**src/rtl/relobi_fault_monitor.sv**
```systemverilog
// Fault monitor for reliable-OBI correctors: saturating event counters,
// first-faulting-source capture and OK/ALERT/FATAL escalation.
module relobi_fault_monitor #(
  parameter int unsigned NumSources  = 4,
  parameter int unsigned CntWidth    = 16,
  parameter int unsigned SrcIdxWidth = (NumSources > 1) ? $clog2(NumSources) : 1
) (
  input  logic                               clk_i,
  input  logic                               rst_ni,
  input  logic [NumSources-1:0][1:0]         fault_i,
  input  logic [CntWidth-1:0]                threshold_i,
  input  logic                               clear_i,
  output logic [CntWidth-1:0]                corr_cnt_o,
  output logic [CntWidth-1:0]                uncorr_cnt_o,
  output logic                               first_valid_o,
  output logic [SrcIdxWidth-1:0]             first_src_o,
  output logic [1:0]                         state_o,
  output logic                               irq_o,
  output logic                               fatal_o
);

  typedef enum logic [1:0] {
    ST_OK    = 2'd0,
    ST_ALERT = 2'd1,
    ST_FATAL = 2'd2
  } state_e;

  localparam logic [CntWidth-1:0] CntMax  = {CntWidth{1'b1}};
  localparam logic [CntWidth:0]   CntZero = {(CntWidth+1){1'b0}};

  function automatic logic [CntWidth:0] count_bit(input logic [NumSources-1:0][1:0] f,
                                                   input int unsigned b);
    logic [CntWidth:0] n;
    n = CntZero;
    for (int unsigned i = 0; i < NumSources; i++) begin
      n = n + {{CntWidth{1'b0}}, f[i][b]};
    end
    return n;
  endfunction

  // Sum is formed one bit wider so an overflow pins the counter at all-ones.
  function automatic logic [CntWidth-1:0] sat_add(input logic [CntWidth-1:0] cnt,
                                                  input logic [CntWidth:0]   n);
    logic [CntWidth:0] sum;
    sum = {1'b0, cnt} + n;
    return sum[CntWidth] ? CntMax : sum[CntWidth-1:0];
  endfunction

  logic [NumSources-1:0][1:0] fault_q;
  logic [CntWidth-1:0]        corr_q, corr_d, uncorr_q, uncorr_d;
  logic                       first_valid_q, first_valid_d;
  logic [SrcIdxWidth-1:0]     first_src_q, first_src_d;
  state_e                     state_q, state_d;
  logic                       irq_q, fatal_q;
  logic [CntWidth:0]          nc_s, nu_s;
  logic                       any_s;
  logic [SrcIdxWidth-1:0]     idx_s;

  // Event counts and lowest faulting source from the registered fault vector.
  always_comb begin
    nc_s  = count_bit(fault_q, 0);
    nu_s  = count_bit(fault_q, 1);
    any_s = 1'b0;
    idx_s = {SrcIdxWidth{1'b0}};
    for (int i = NumSources - 1; i >= 0; i--) begin
      if (fault_q[i] != 2'b00) begin
        any_s = 1'b1;
        idx_s = SrcIdxWidth'(i);
      end else begin
        any_s = any_s;
      end
    end
  end

  // Counter, capture and next-state evaluation on the post-update counts.
  always_comb begin
    corr_d        = sat_add(corr_q, nc_s);
    uncorr_d      = sat_add(uncorr_q, nu_s);
    first_valid_d = first_valid_q;
    first_src_d   = first_src_q;
    if (!first_valid_q && any_s) begin
      first_valid_d = 1'b1;
      first_src_d   = idx_s;
    end else begin
      first_valid_d = first_valid_q;
    end
    state_d = state_q;
    case (state_q)
      ST_OK: begin
        if (nu_s != CntZero) begin
          state_d = ST_FATAL;
        end else if ((threshold_i != {CntWidth{1'b0}}) && (corr_d >= threshold_i)) begin
          state_d = ST_ALERT;
        end else begin
          state_d = ST_OK;
        end
      end
      ST_ALERT: begin
        if (nu_s != CntZero) begin
          state_d = ST_FATAL;
        end else begin
          state_d = ST_ALERT;
        end
      end
      ST_FATAL: state_d = ST_FATAL;
      default:  state_d = ST_FATAL;
    endcase
  end

  // State register; clear wins over any event seen in the same cycle.
  always_ff @(posedge clk_i or negedge rst_ni) begin
    if (!rst_ni) begin
      fault_q       <= {NumSources{2'b00}};
      corr_q        <= {CntWidth{1'b0}};
      uncorr_q      <= {CntWidth{1'b0}};
      first_valid_q <= 1'b0;
      first_src_q   <= {SrcIdxWidth{1'b0}};
      state_q       <= ST_OK;
      irq_q         <= 1'b0;
      fatal_q       <= 1'b0;
    end else begin
      fault_q <= fault_i;
      if (clear_i) begin
        corr_q        <= {CntWidth{1'b0}};
        uncorr_q      <= {CntWidth{1'b0}};
        first_valid_q <= 1'b0;
        first_src_q   <= {SrcIdxWidth{1'b0}};
        state_q       <= ST_OK;
        irq_q         <= 1'b0;
        fatal_q       <= 1'b0;
      end else begin
        corr_q        <= corr_d;
        uncorr_q      <= uncorr_d;
        first_valid_q <= first_valid_d;
        first_src_q   <= first_src_d;
        state_q       <= state_d;
        irq_q         <= (state_d != ST_OK);
        fatal_q       <= (state_d == ST_FATAL);
      end
    end
  end

  assign corr_cnt_o    = corr_q;
  assign uncorr_cnt_o  = uncorr_q;
  assign first_valid_o = first_valid_q;
  assign first_src_o   = first_src_q;
  assign state_o       = state_q;
  assign irq_o         = irq_q;
  assign fatal_o       = fatal_q;

endmodule

```
**config.mk**
```make
export PLATFORM = sky130hd
export DESIGN_NAME = relobi_fault_monitor
export DESIGN_NICKNAME = d
export VERILOG_FILES = /design/src/rtl/relobi_fault_monitor.sv
export SDC_FILE = /design/constraint.sdc
export NUM_CORES = 1
export LEC_CHECK = 0
export ABC_AREA = 1
export BUFFER_PORTS_ARGS = -buffer_cell sky130_fd_sc_hd__buf_2
export CORE_AREA = 5 5 93 95
export CTS_CLUSTER_DIAMETER = 100
export CTS_CLUSTER_SIZE = 25
export DETAILED_ROUTE_END_ITERATION = 8
export DIE_AREA = 0 0 98 100
export HOLD_SLACK_MARGIN = 0.03
export PLACE_DENSITY = 0.59
export REMOVE_ABC_BUFFERS = 1
export SYNTH_ARGS = -nofsm -noshare
export SYNTH_HDL_FRONTEND = slang
export SYNTH_SLANG_ARGS = --single-unit
```
**constraint.sdc**
```tcl
create_clock -name clk_i -period 4.2 [get_ports clk_i]
set_input_delay 0.21 -clock clk_i [delete_from_list [all_inputs] [get_ports clk_i]]
set_output_delay 0.21 -clock clk_i [all_outputs]
set_load 0.01 [all_outputs]
```
# After elaboration in Yosys (flattened, before gate mapping)
# Cells that the tools add are included.
# W data, S select, Z words.
# classes
n_addsub,8
n_mul,0
div_mod_pow,0
n_lt_le_gt_ge,1
eq_ne,2
shift,0
mux,23
bitwise,0
n_reduce_logical,12
# op_table
op,n
$mux W16,4
$add A16 B4 Y17,2
$mux W2,9
$reduce_bool A17 Y1,1
$ge A16 B16 Y1,1
$reduce_bool A16 Y1,1
$reduce_bool A2 Y1,6
$mux W1,9
$add A3 B1 Y4,2
$add A2 B1 Y3,2
$add A1 B1 Y2,2
$pmux W2 S2,1
$eq A2 B1 Y1 const B,1
$eq A2 B2 Y1 const B,1
$logic_and A1 B1 Y1,2
$logic_not A2 Y1,1
$logic_not A1 Y1,1
# word_totals
reg_bits,47
latch_bits,0
ramBits,0
rom_bits,0
in_bits,27
output_inout_bits,39
elab_cells,57
memories,0

# Depth between registers and ports, before layout
# logic_depth
depth_word,12
mapped_depth,27
mapped_depth_nobuf,26

# Worst setup path after synthesis
# OpenSTA, ideal clock, no wires.
# synth_timing
path_kind,reg-to-reg
from,"register corr_q[0], in the netlist corr_cnt_o[0]"
to,"register irq_q, in the netlist irq_o"
setup_ps,118
arrival_ps,3411
required_time_ps,4082
setup_slack_ps,672
stages_incl_launch_ff,28
path_buffers,2
synth_period_minus_slack_ps,3528
cell_sequence,dfrtp_1 > fa_1 > inv_1 > fa_1 > inv_1 > fa_1 > nand2_1 > nor2_2 > nand2_2 > nor2_4 > nand2_2 > or2_1 > buf_6 > buf_12 > nand2_1 > ha_1 > nand2_1 > inv_1 > nand2_1 > nand2_1 > nor2_1 > nand2_1 > nand2_1 > nand2_1 > nand2_1 > nand2_1 > nand2_1 > nand2_1
# synth_via
elab_chain_cells,9
# synth_lines
element,line,rtl
start: declaration,50,"logic [CntWidth-1:0] corr_q, corr_d, uncorr_q, uncorr_d;"
start signal: assignment,114,corr_q <= {CntWidth{1'b0}};
start signal: assignment,124,corr_q <= {CntWidth{1'b0}};
start signal: assignment,132,corr_q <= corr_d;
$add A16 B4 Y17,45,"sum = {1'b0, cnt} + n;"
$mux W16,46,return sum[CntWidth] ? CntMax : sum[CntWidth-1:0];
$ge A16 B16 Y1,92,end else if ((threshold_i != {CntWidth{1'b0}}) && (corr_d >= threshold_i)) begin
$logic_and A1 B1 Y1,92,
$mux W1,92,
$mux W2,90,if (nu_s != CntZero) begin
$pmux W2 S2,88,case (state_q)
$reduce_bool A2 Y1,137,irq_q <= (state_d != ST_OK);
$mux W1,123,if (clear_i) begin
end signal: assignment,137,
end: declaration,54,"logic irq_q, fatal_q;"
# No other way between the ends.
# A chain may end at the register's enable or synchronous reset.

# Final worst setup path
# Ends and elaborated chain as after synthesis.

==> results.yml <==
status:
  status: "finished, final reports clean"
clock_network:
  cts_tree: "done"
  clk-insertion-delay-late_ns: 0.29
  clockBufferDepth: 2
  htreeDepth: 2
  path_clk_slew_ns: 0.09
  post_cts_buffers: 0
  clock-sinks: 47
  root_buffer: "clkbuf_8"
  cts_buffers: 5
cells_and_area:
  fin_cells: 560
  syn2layout_area_growth_pct: 19.2
  fillCellCount: 771
  final_area_um2: 3570
  antenna_cells: 0
  drive_above_1_share: 0.186
  nets: 511
  post-route-util: 0.467
global_route:
  grt_max_degree: 48
  grt_pass1_wl_um: 12000
  globalRouteTotalUtil: 0.149
  grt_remaining_overflow: 0
  antenna_found_initial: 0
  grt_pass1_vias: 2620
synth:
  synthMuxAreaShare: 0
  syn_area_um2: 3000
  synthAdderAreaFrac: 0.125
  ys_ff_latch: 47
  synth_area_leaders: "dfrtp_1 (39%), nand2_1 (9.9%), inv_1 (9.5%)"
  synth_edf_count: 0
  synth_top_cell_by_area: "dfrtp_1"
  synth_top_family_by_area: "simple AND/OR/NAND/NOR gates"
  synth_top_area_share: 0.392
  syn_avg_cell_area_um2: 7.85
  synth_common_cells: "nand2_1 (79), inv_1 (76), dfrtp_1 (47), nor2_1 (40), ha_1 (22)"
  synth_seq_area_share: 0.392
  synthXorXnorAreaFrac: 0.0496
  synth_cells: 382
  synth-async-reset-ratio: 1.00
  synth_flop_cell: "dfrtp_1"
  yosysWarnings: 0
  yosysUniqueCellTypes: 30
  synth_compound_area_frac: 0.0755
  yosysMostFrequentCell: "nand2_1"
  synthSimpleGateAreaFrac: 0.248
setup_path:
  cpMaxStageDelayCell: "fa_1"
  ff2ff_path_depth: 21
  required_ns: 4.39
  path_class: "register to register"
  worstPathArrival_ns: 4.04
  path_cells: "fa_1 > inv_1 > fa_1 > inv_1 > fa_1 > nand2_1 > nor2_2 > nand2_2 > nor2_4 > nand2_2 > or2_2 > nand3_1 > ha_1 > a21oi_1 > o21ai_0 > a21oi_1 > nand2_1 > nand2_1 > nand2_1 > nand2_1 > nand2_1"
  crit_path_end_kind: "register"
  crit_top_cell: "nand2_1"
  crit_fanout: 16
  max_stage_delay_ns: 0.54
  critPathLaunchType: "register"
  r2r_setup_slack_ns: 0.35
routing:
  wl_met1_um: 3280
  vias: 2599
  via_per_inst: 4.64
  first_pass_iters: 4
  drt-wirelength-per-cell_um: 12.4
  drc_errors: 0
  routed-wl-met3_um: 496
  highest_layer: "met4"
  wl_met2_um: 3060
  ant_nets: 0
  wl_um: 6920
  drt_iter0_drc: 51
sta:
  slew_headroom: 0.286
  tns_ns: 0
  worst_pin_slew_ns: 1.07
  min_period_ns: 3.85
  hold_slack_ns: 0.0885
  finalCritPeriodShare: 0.918
  rsz0062_at_grt: "false"
  report.final.hold_viol_count: 0
  max_freq_ghz: 0.259
  slew_viol_final: 0
  setup_viol_count_final: 0
  timing.clock.skew_ns: 0.00885
  postLayoutSetupSlackWorst_ns: 0.346
power_and_ir_drop:
  finalPower_mw: 1.12
  power_density_nw_per_um2: 314
  seq_power_share: 0.469
  p_clk_frac: 0.236
  netSwitchingFraction: 0.334
  p_sw_uw: 374
  p_int_uw: 747
  vdd_drop_max_mv: 0.207
  leakagePower_nw: 2.03
  combPwrFrac: 0.295
placed_design:
  dpl.hpwl_um: 5480
  placed_area_um2: 3410
  io_buffers: 65
  dp_cells: 544
  gp_congestion: 0.945
  place_ws_ns: 0.255
floorplan:
  rows: 32
  core_area_um2: 7650
  initial_utilization: 0.392
  die_area_um2: 9800
  die_h_um: 100
  die-width_um: 98
  io-pin-count: 66
hold_path:
  worstHoldPathType: "primary input to asynchronous set/reset pin"
flow_run:
  maxCapViolCount: 0
## repair_timing
item / in CTS / in global routing
endpoints found under the hold margin: 8 / 0
endpoints found under the setup margin: 0 / 2
resized for setup: 0 / 1
hold buffers: 8 / 0
## power groups by stage
stage	clock (mW)	sequential, mW	combinational, mW
after floorplan	0	0.545	0.207
after global placement	0	0.536	0.320
after detailed placement	0	0.535	0.330
after CTS	0.278	0.527	0.337
after global routing	0.295	0.534	0.385
final	0.264	0.526	0.331
## registers in the layout, indices dropped and copies added (netlist names)
register / cells
corr_cnt_o: 16
uncorr_cnt_o: 16
fault_q: 8
first_src_o: 2
state_o: 2
fatal_o: 1
first_valid_o: 1
irq_o: 1
## routing by layer
layer | vias to the layer above | track usage
li1 | 1355 | -
met1 | 1172 | 0.197
met2 | 62 | 0.239
met3 | 10 | 0.0445
met4 | 0 | 0.0415
met5 | - | 0
## kinds of logic (layout without fill, tap and decap cells)
kind of cell / after synthesis / count (layout)
DFF: 47 / 47
adders and majority gates: 27 / 27
xor gates and xnor gates: 17 / 17
AOI/OAI and AO/OA: 39 / 39
buffers and inverters: 81 / 157
and+or+nand+nor: 171 / 171
## layout make-up
| class | count | area [um2] | share of cell area |
|---|---|---|---|
| sequential | 47 | 1180 | 0.329 |
| timing repair buffer | 73 | 405 | 0.113 |
| multi-input combinational | 254 | 1500 | 0.418 |
| clock inverter | 2 | 12.5 | 0.00350 |
| tap | 102 | 128 | 0.0357 |
| inverter | 76 | 285 | 0.0798 |
| clock buffer | 6 | 72.6 | 0.0203 |
## critical path, delay by kind of cell, from the launching register on
family	cells	cell delay (ns)
compound gates	3	0.36
flops	1	0.41
simple gates	12	1.46
fa+ha+maj	4	1.40
buf+inv	2	0.15
## layout by cell type (no fill, tap or decap), drive strengths merged
cell type,instances
nand2,82
or2,3
a21oi,25
nand3b,1
xor2,13
nor3,9
o22ai,2
inv,76
dfrtp,47
nor3b,1
ha,22
nand3,19
clkbuf,6
nand4,11
xnor2,4
clkinvlp,1
nor4,3
dlygate4sd3,8
buf,65
fa,5
nor2,42
clkinv,1
o31ai,1
o21ai,11
## worst paths after layout
path                                 start        endpoint
hold reg to reg             first_src_o[1]  first_src_o[1]
max in group asynchronous           rst_ni  corr_cnt_o[11]
setup reg to reg             corr_cnt_o[0]           irq_o
min in group clk_i         threshold_i[14]      state_o[0]
hold / removal                      rst_ni      fault_q[1]
setup / recovery             corr_cnt_o[0]           irq_o
(Power assumes the default switching activity.)
